[config.mk]
export PLATFORM = sky130hd
export DESIGN_NAME = trojan_trig_gen_flat
export DESIGN_NICKNAME = d
export VERILOG_FILES = /design/src/rtl/trojan_trig_gen_if.sv /design/src/rtl/trojan_trig_gen.sv /design/src/flat_wrapper.sv
export SDC_FILE = /design/constraint.sdc
export NUM_CORES = 1
export LEC_CHECK = 0
export ABC_AREA = 1
export CAP_MARGIN = 20
export CORE_ASPECT_RATIO = 2
export CORE_MARGIN = 8
export CORE_UTILIZATION = 45
export CTS_BUF_LIST = sky130_fd_sc_hd__clkbuf_8
export DETAILED_ROUTE_END_ITERATION = 12
export DONT_BUFFER_PORTS = 1
export SYNTH_ARGS = -nofsm -noshare
export SYNTH_HDL_FRONTEND = slang
export SYNTH_SLANG_ARGS = --single-unit
export TNS_END_PERCENT = 20
[constraint.sdc]
create_clock -name clk -period 4.1 [get_ports clk]
set_input_delay 0.41 -clock clk [delete_from_list [all_inputs] [get_ports clk]]
set_output_delay 0.41 -clock clk [all_outputs]
set_load 0.01 [all_outputs]
[src/rtl/trojan_trig_gen_if.sv]
`default_nettype none
// ============================================================================
// trojan_trig_gen_if : control/trigger bundle between test control and the
//                      trigger sequence generator.
// Rev 1.0
// ============================================================================
interface trojan_trig_gen_if #(
  parameter int SYM_W   = 2,
  parameter int MAX_LEN = 8,
  parameter int TRIG_W  = 32,
  parameter int GAP_W   = 4
) ();
  logic                     start;
  logic [MAX_LEN*SYM_W-1:0] seq_in;
  logic [3:0]               seq_len;
  logic [GAP_W-1:0]         gap;
  logic [SYM_W-1:0]         idle_sym;
  logic [TRIG_W-1:0]        trigger;
  logic                     sym_valid;
  logic                     busy;
  logic                     done;

  modport master (
    output start, seq_in, seq_len, gap, idle_sym,
    input  trigger, sym_valid, busy, done
  );

  modport slave (
    input  start, seq_in, seq_len, gap, idle_sym,
    output trigger, sym_valid, busy, done
  );
endinterface
`default_nettype wire

[src/rtl/trojan_trig_gen.sv]
`default_nettype none
// ============================================================================
// trojan_trig_gen : drives the trigger bus with a programmable sequence of
//                   symbols, one per clock, with optional idle gaps.
// Rev 1.0
// ============================================================================
module trojan_trig_gen #(
  parameter int SYM_W   = 2,
  parameter int MAX_LEN = 8,
  parameter int TRIG_W  = 32,
  parameter int GAP_W   = 4,
  parameter logic [TRIG_W-SYM_W-1:0] FILL = '0
) (
  input  logic             clk,
  input  logic             rst,
  trojan_trig_gen_if.slave tg
);

  localparam int SEQ_W = MAX_LEN * SYM_W;
  localparam int LEN_W = 4;
  localparam logic [LEN_W-1:0] c_max_len = LEN_W'(MAX_LEN);
  localparam logic [LEN_W-1:0] c_len_one = LEN_W'(1);
  localparam logic [GAP_W-1:0] c_gap_one = GAP_W'(1);

  typedef enum logic [1:0] {
    S_IDLE = 2'd0,
    S_SEND = 2'd1,
    S_GAP  = 2'd2,
    S_DONE = 2'd3
  } state_t;

  state_t            state_q, state_d;
  // Remaining symbols, next one always at the top.
  logic [SEQ_W-1:0]  seq_q, seq_d;
  logic [LEN_W-1:0]  len_q, len_d;
  logic [LEN_W-1:0]  idx_q, idx_d;
  logic [GAP_W-1:0]  gap_q, gap_d;
  logic [GAP_W-1:0]  cnt_q, cnt_d;
  logic [SYM_W-1:0]  idle_q, idle_d;
  logic [SYM_W-1:0]  sym_d;
  logic [TRIG_W-1:0] trig_q;
  logic              valid_q, valid_d;
  logic              busy_q, busy_d;
  logic              done_q, done_d;

  logic [LEN_W-1:0]  w_len_clamp;

  assign w_len_clamp = (tg.seq_len > c_max_len) ? c_max_len : tg.seq_len;

  always_comb begin
    state_d = state_q;
    seq_d   = seq_q;
    len_d   = len_q;
    idx_d   = idx_q;
    gap_d   = gap_q;
    cnt_d   = cnt_q;
    idle_d  = idle_q;
    sym_d   = tg.idle_sym;
    valid_d = 1'b0;
    busy_d  = 1'b0;
    done_d  = 1'b0;

    case (state_q)
      // The done cycle doubles as an accept slot, so a held start repeats
      // the sequence with exactly one done cycle between runs.
      S_IDLE, S_DONE: begin
        state_d = S_IDLE;
        if (tg.start) begin
          len_d  = w_len_clamp;
          gap_d  = tg.gap;
          idle_d = tg.idle_sym;
          idx_d  = '0;
          cnt_d  = '0;
          if (w_len_clamp == '0) begin
            seq_d   = tg.seq_in;
            state_d = S_DONE;
            done_d  = 1'b1;
          end else begin
            seq_d   = tg.seq_in << SYM_W;
            sym_d   = tg.seq_in[SEQ_W-1 -: SYM_W];
            state_d = S_SEND;
            valid_d = 1'b1;
            busy_d  = 1'b1;
          end
        end
      end

      S_SEND: begin
        if (idx_q == len_q - c_len_one) begin
          state_d = S_DONE;
          done_d  = 1'b1;
        end else if (gap_q == '0) begin
          seq_d   = seq_q << SYM_W;
          sym_d   = seq_q[SEQ_W-1 -: SYM_W];
          idx_d   = idx_q + c_len_one;
          valid_d = 1'b1;
          busy_d  = 1'b1;
        end else begin
          state_d = S_GAP;
          cnt_d   = gap_q;
          sym_d   = idle_q;
          busy_d  = 1'b1;
        end
      end

      S_GAP: begin
        busy_d = 1'b1;
        if (cnt_q <= c_gap_one) begin
          state_d = S_SEND;
          cnt_d   = '0;
          seq_d   = seq_q << SYM_W;
          sym_d   = seq_q[SEQ_W-1 -: SYM_W];
          idx_d   = idx_q + c_len_one;
          valid_d = 1'b1;
        end else begin
          cnt_d = cnt_q - c_gap_one;
          sym_d = idle_q;
        end
      end

      default: begin
        state_d = S_IDLE;
      end
    endcase
  end

  always_ff @(posedge clk) begin
    if (rst) begin
      state_q <= S_IDLE;
      seq_q   <= '0;
      len_q   <= '0;
      idx_q   <= '0;
      gap_q   <= '0;
      cnt_q   <= '0;
      idle_q  <= '0;
      trig_q  <= '0;
      valid_q <= 1'b0;
      busy_q  <= 1'b0;
      done_q  <= 1'b0;
    end else begin
      state_q <= state_d;
      seq_q   <= seq_d;
      len_q   <= len_d;
      idx_q   <= idx_d;
      gap_q   <= gap_d;
      cnt_q   <= cnt_d;
      idle_q  <= idle_d;
      trig_q  <= {FILL, sym_d};
      valid_q <= valid_d;
      busy_q  <= busy_d;
      done_q  <= done_d;
    end
  end

  assign tg.trigger   = trig_q;
  assign tg.sym_valid = valid_q;
  assign tg.busy      = busy_q;
  assign tg.done      = done_q;

`ifndef SYNTHESIS
  a_done_not_busy : assert property (@(posedge clk) disable iff (rst) !(done_q && busy_q));
  a_valid_in_busy : assert property (@(posedge clk) disable iff (rst) valid_q |-> busy_q);
`endif

endmodule
`default_nettype wire
[src/flat_wrapper.sv]
// flat-port wrapper written by rule: the top's interface ports become plain ports
module trojan_trig_gen_flat 
#(
  parameter int SYM_W   = 2,
  parameter int MAX_LEN = 8,
  parameter int TRIG_W  = 32,
  parameter int GAP_W   = 4,
  parameter logic [TRIG_W-SYM_W-1:0] FILL = '0
)
  (clk, rst, tg_start, tg_seq_in, tg_seq_len, tg_gap, tg_idle_sym, tg_trigger, tg_sym_valid, tg_busy, tg_done);
  trojan_trig_gen_if #(.SYM_W(SYM_W), .MAX_LEN(MAX_LEN), .TRIG_W(TRIG_W), .GAP_W(GAP_W)) tg_i ();
  input  logic clk;
  input  logic rst;
  input wire logic [$bits(tg_i.start)-1:0] tg_start;
  input wire logic [$bits(tg_i.seq_in)-1:0] tg_seq_in;
  input wire logic [$bits(tg_i.seq_len)-1:0] tg_seq_len;
  input wire logic [$bits(tg_i.gap)-1:0] tg_gap;
  input wire logic [$bits(tg_i.idle_sym)-1:0] tg_idle_sym;
  output wire logic [$bits(tg_i.trigger)-1:0] tg_trigger;
  output wire logic [$bits(tg_i.sym_valid)-1:0] tg_sym_valid;
  output wire logic [$bits(tg_i.busy)-1:0] tg_busy;
  output wire logic [$bits(tg_i.done)-1:0] tg_done;
  assign tg_i.start = tg_start;
  assign tg_i.seq_in = tg_seq_in;
  assign tg_i.seq_len = tg_seq_len;
  assign tg_i.gap = tg_gap;
  assign tg_i.idle_sym = tg_idle_sym;
  assign tg_trigger = tg_i.trigger;
  assign tg_sym_valid = tg_i.sym_valid;
  assign tg_busy = tg_i.busy;
  assign tg_done = tg_i.done;
  trojan_trig_gen #(.SYM_W(SYM_W), .MAX_LEN(MAX_LEN), .TRIG_W(TRIG_W), .GAP_W(GAP_W), .FILL(FILL)) u_core (.clk(clk), .rst(rst), .tg(tg_i));
endmodule
* Yosys cells after proc, flatten, opt, wreduce, memory -nomap -nowiden
Cells that the tools add are included.
** Storage, ports and cells
- Bits in registers :: 71
- Latch bits :: 0
- RAM bits :: 0
- Memory bits (read-only) :: 0
- Input port bits :: 29
- Output and inout port bits :: 35
- Logic and storage cells :: 75
- Memories kept :: 0
** Operators by class
- Add/subtract/negate cells :: 3
- Multiply operators :: 0
- Div/mod/pow operators :: 0
- Magnitude comparators :: 2
- Equal/unequal tests :: 10
- Shift operators :: 0
- Muxes and demuxes :: 40
- Bitwise gates (word level) :: 0
- Reduce and logical (&&, ||, !) cells :: 8
** Operators by type and width (number)
- 2-to-1 mux 16 bit :: 5
- case mux 16 bit (3 select lines) :: 1
- 2-to-1 mux 4 bit :: 8
- case mux 4 bit (3 select lines) :: 2
- 2-to-1 mux 2 bit :: 10
- case mux 2 bit (3 select lines) :: 2
- 2-to-1 mux 1 bit :: 9
- zero test 4 bit :: 2
- subtractor 4 x 1 -> 4 bit (second input constant) :: 2
- != test 2 bit (second input constant) :: 3
- case mux 1 bit (3 select lines) :: 2
- adder 4 x 1 -> 4 bit (second input constant) :: 1
- equality test 2 bit (second input constant) :: 2
- equality test 4 bit :: 1
- > comparator 4 bit (second input constant) :: 1
- less-or-equal comparator 4 x 1 -> 1 bit (second input constant) :: 1
- != test 2 x 1 -> 1 bit (second input constant) :: 2
- AND reduction 2 bit :: 2
- AND reduction 4 bit :: 1
- != test 3 x 2 -> 1 bit (second input constant) :: 1
- AND reduction 3 bit :: 1
- equality test 2 x 1 -> 1 bit (second input constant) :: 1
- zero test 2 bit :: 1
- case mux 1 bit (2 select lines) :: 1
- OR reduction 2 bit :: 1

* Depth between registers and ports, before layout
- Word-level depth :: 6
- Mapped depth :: 15
- Gate-level depth less buffers :: 15

* Worst setup path before layout
Ideal clock, no wire load.
- Path kind :: register to register
- From :: register u_core.state_q[0]
- To :: register u_core.idx_q[2]
- Library setup time :: 0.126 ns
- Arrival :: 1.582 ns
- Data required time :: 3.974 ns
- Path slack :: 2.392 ns
- Cell stages (with the launch flop) :: 12
- Buffers on the path :: 1
- Period minus slack after synthesis :: 1.708 ns
- Path through :: dfxtp_1 > inv_1 > ha_1 > buf_6 > clkinv_2 > nor2_1 > inv_1 > nand2_1 > a21oi_2 > nand2_4 > o21ai_0 > nor2_1
** On the way
- Cells in the longest elaborated chain, start to end :: 4
- Elaborated cells between the ends (all ways) :: 11
- Classes of those cells :: eq/ne (7); mux (1); reduce/logical (3)
** Ends and longest elaborated chain
- start, declared :: line trojan_trig_gen.sv:32 : state_t state_q, state_d;
- start signal, assigned :: line trojan_trig_gen.sv:141 : state_q <= state_d;
- equality test 2 bit / zero test 2 bit (equally long branches) :: line trojan_trig_gen.sv:63 : case (state_q)
- OR reduction 2 bit :: line trojan_trig_gen.sv:63
- != test 2 bit (no line)
- AND reduction 4 bit (no line)
- end signal, assigned :: line trojan_trig_gen.sv:144 : idx_q <= idx_d;
- end, declared :: line trojan_trig_gen.sv:36 : logic [LEN_W-1:0] idx_q, idx_d;
Several ways; a longest one is shown, not always the timed one.
A chain may end at the register's enable or synchronous reset.

* Worst setup path after layout
Same ends and word-level chain as after synthesis.

==> results.tsv <==
stage	metric	value	unit
outcome	status	finished clean	
cells_and_area	area delta synth->final	-1.60	%
power	sw power	790	uW
synth	top_reg_cell synth	dfxtp_1	
critical_path	r2r setup slk	1.45	ns
power	LEAKAGE	1.09	nW
sta	Final Cycle Share	0.647	
cells_and_area	commonest cells after routing, fill and taps aside	nor2_1, nand2_1, o21ai_0	
power	Comb power frac	0.470	
cells_and_area	most common cell after layout, fill and taps aside	nor2_1	
clocking	CTS root buffer	clkbuf_8	
drt	vias per cell	5.08	
job	max-cap violation count	0	
critical_path	CP required	4.28	ns
floorplanning	Die Wd	68.7	microns
global_routing	largest net degree at the start of global routing	30	
drt	Initial DRC Count	91	
placed_design	detailed placement HPWL	4.66	mm
power	Tot Pwr	1.73	mW
placed_design	placed inst area	0.00236	sq mm
drt	via count	2160	
drt	drt wl/cell	14.4	microns
clocking	H-tree lvl count	2	
placed_design	Port Buf Inserts	0	
sta	final setup fails	0	
worst_hold_path	Hold Path Cell Cnt	1	
synth	FFs w/ async S/R, synth	0	
critical_path	CP arrival	2.84	ns
synth	flops & latches, synth	41	
global_routing	GR Util All Layers	0.150	
synth	Mean Syn Cell Area	6.71	sq um
cells_and_area	Final Instance Area	0.00246	sq mm
cells_and_area	nets	399	
global_routing	number of global-route vias before repair	2064	
cells_and_area	layout cells sized above 1	0.0521	
drt	remaining antenna violation count	0	
power	sequential power share	0.360	
drt	final WL	6.11	mm
clocking	worst-case clock buffer depth	2	
sta	final setup TNS	0	ns
floorplanning	chip height	121	microns
synth	Cell Area, Synth	0.00250	sq mm
clocking	clk_lat worst skew	0.30	ns
floorplanning	Ports	64	
critical_path	reg2reg path depth	13	
global_routing	first-pass GRT wire length	9.74	mm
clocking	CTS Buf Count	5	
sta	relative slew slack	0.489	
critical_path	crit-path max cell delay	0.63	ns
floorplanning	# rows	38	
placed_design	Routability Congestion	0.872	
synth	Post-synth EDFFs	0	
sta	unrepaired setup endpoints after global routing	false	
cells_and_area	diodes inserted	0	
global_routing	initial antenna violation count	0	
power	sw frac	0.457	
clocking	post-cts resize count	0	
critical_path	Most Frequent Cell on Critical Path	nand2_1	
critical_path	R2R Path Start	u_core.state_q[0]	
critical_path	CP startpoint kind	register	
floorplanning	die area	0.00835	sq mm
critical_path	crit-path cells	inv_1 -> ha_1 -> clkinv_2 -> nor2_1 -> inv_1 -> nand2_1 -> a21oi_2 -> nand2_4 -> inv_4 -> nand2_1 -> nand2_1 -> nand2_1 -> nor2_1	
power	P_int	938	uW
critical_path	reg2reg end	u_core.idx_q[2]	
synth	Seq/Total Area, Yosys	0.328	
clocking	# hold bufs at CTS	0	
clocking	CTS sink cnt	41	
drt	DR DRC count	0	
critical_path	CP Capture Type	register	
worst_hold_path	start point of the worst hold path	rst	
synth	Yosys cell types	33	
worst_hold_path	Hold WC Path Type	in2reg	
floorplanning	core box area	0.00542	sq mm
power	Max VDD drop	519	uV
power	clock network power share	0.171	
drt	Initial DRT Pass Iterations	4	
sta	final count of hold timing violations	0	
critical_path	Crit Path Category	reg2reg	
sta	Final Max Slew Viols	0	
sta	clock skew	0.00644	ns
sta	post-route minimum period	2.65	ns
sta	Max Freq	377	MHz
worst_hold_path	Hold Crit Endpoint	u_core.tg.trigger[0]	
synth	Mapped Cells	373	
clocking	CTS tree	built	
critical_path	worst-path fanout max	28	
clocking	Clock transition at path regs	0.08	ns
floorplanning	initial cell density of the core	0.462	
clocking	Post-CTS Setup Inserts	0	
sta	Least-Margin Pin Slew	0.766	ns
critical_path	Crit-path slowest cell	ha_1	
power	Power Density	702	mW/mm^2
synth	Ys Warns	0	
global_routing	GRT overflow	0	
[final cells by class]
cell class	instances	area [sq um]
clock inverter	1	5.00
inverter	34	131
fill	615	2960
tap	60	75.1
clock buffer	7	96.3
sequential	41	821
multi-input combinational	282	1330
[cells by family (layout without fill, tap and decap cells)]
group                      Yosys count  in the layout  synth area share
xor gates and xnor gates             4              4            0.0140
and+or+nand+nor                    150            150             0.254
adders and majority gates            6              6            0.0300
DFF                                 41             41             0.328
buffers and inverters               79             42             0.182
AOI/OAI and AO/OA                   92             92             0.190
other                                1             30           0.00150
[worst max-delay path: cells and delay by family, from the launching register on]
kind	cells	cell delay [ns]
AND/OR/NAND/NOR	7	0.76
flip-flops	1	0.36
buffers and inverters	4	0.74
adder cells (fa/ha/maj)	1	0.63
AO/OA/AOI/OAI	1	0.05
[routing by layer]
layer  share of wire  GRT usage  vias to the layer above
met2            0.55      0.281                       56
met1            0.35      0.141                      965
met4           0.026     0.0746                        0
li1                -          -                     1127
met3           0.067     0.0352                       12
met5               0          0                        -
[worst max path at each step]
stage,from,endpoint,slack (ns),cells after the start
after detailed placement,u_core.state_q[0],u_core.idx_q[2],1.45,13
final,u_core.state_q[0],u_core.idx_q[2],1.45,13
after global routing,u_core.state_q[0],u_core.idx_q[1],1.15,10
after floorplan,u_core.state_q[0],u_core.idx_q[2],2.39,11
after global placement,u_core.state_q[0],u_core.idx_q[2],1.54,13
after CTS,u_core.state_q[0],u_core.idx_q[2],1.41,13
[through the flow]
stage	utilization	hold slack (ns)	cells	setup WS (ns)
floorplan	-	0.443	402	2.39
global placement	0.436	0.448	417	1.54
detailed placement	0.436	0.454	417	1.45
CTS	0.454	0.165	425	1.41
global route	0.454	0.158	425	1.15
finish	0.454	0.176	425	1.45
[synth_stat cells, types with 2 or more instances]
| cell | count | share of area |
|---|---|---|
| o21ai_0 | 59 | 0.12 |
| nor2_1 | 63 | 0.095 |
| a211oi_1 | 2 | 0.0060 |
| nor3_1 | 2 | 0.0040 |
| nand4_1 | 3 | 0.0075 |
| a31oi_1 | 2 | 0.0050 |
| nor2_2 | 3 | 0.0075 |
| clkbuf_1 | 9 | 0.013 |
| a21oi_1 | 22 | 0.044 |
| nand2_1 | 62 | 0.093 |
| buf_6 | 4 | 0.018 |
| o22ai_1 | 2 | 0.0050 |
| o21ai_1 | 3 | 0.0060 |
| inv_1 | 30 | 0.045 |
| buf_4 | 31 | 0.093 |
| nand3_1 | 12 | 0.024 |
| ha_1 | 6 | 0.030 |
| xor2_1 | 3 | 0.011 |
| dfxtp_1 | 41 | 0.33 |
[power by group through the flow]
stage | sequential [mW] | clock (mW) | combinational [mW]
finish | 0.622 | 0.295 | 0.811
global route | 0.637 | 0.319 | 0.930
CTS | 0.623 | 0.305 | 0.814
detailed placement | 0.631 | 0 | 0.809
global placement | 0.630 | 0 | 0.801
floorplan | 0.605 | 0 | 0.752
[flip-flops by register name (all words and copies together) (netlist names), 2 cells and up]
register / count
u_core.cnt_q: 4
u_core.tg.trigger: 2
u_core.len_q: 4
u_core.idle_q: 2
u_core.idx_q: 4
u_core.state_q: 2
u_core.seq_q: 16
u_core.gap_q: 4
Power figures use the tool's default switching activity.
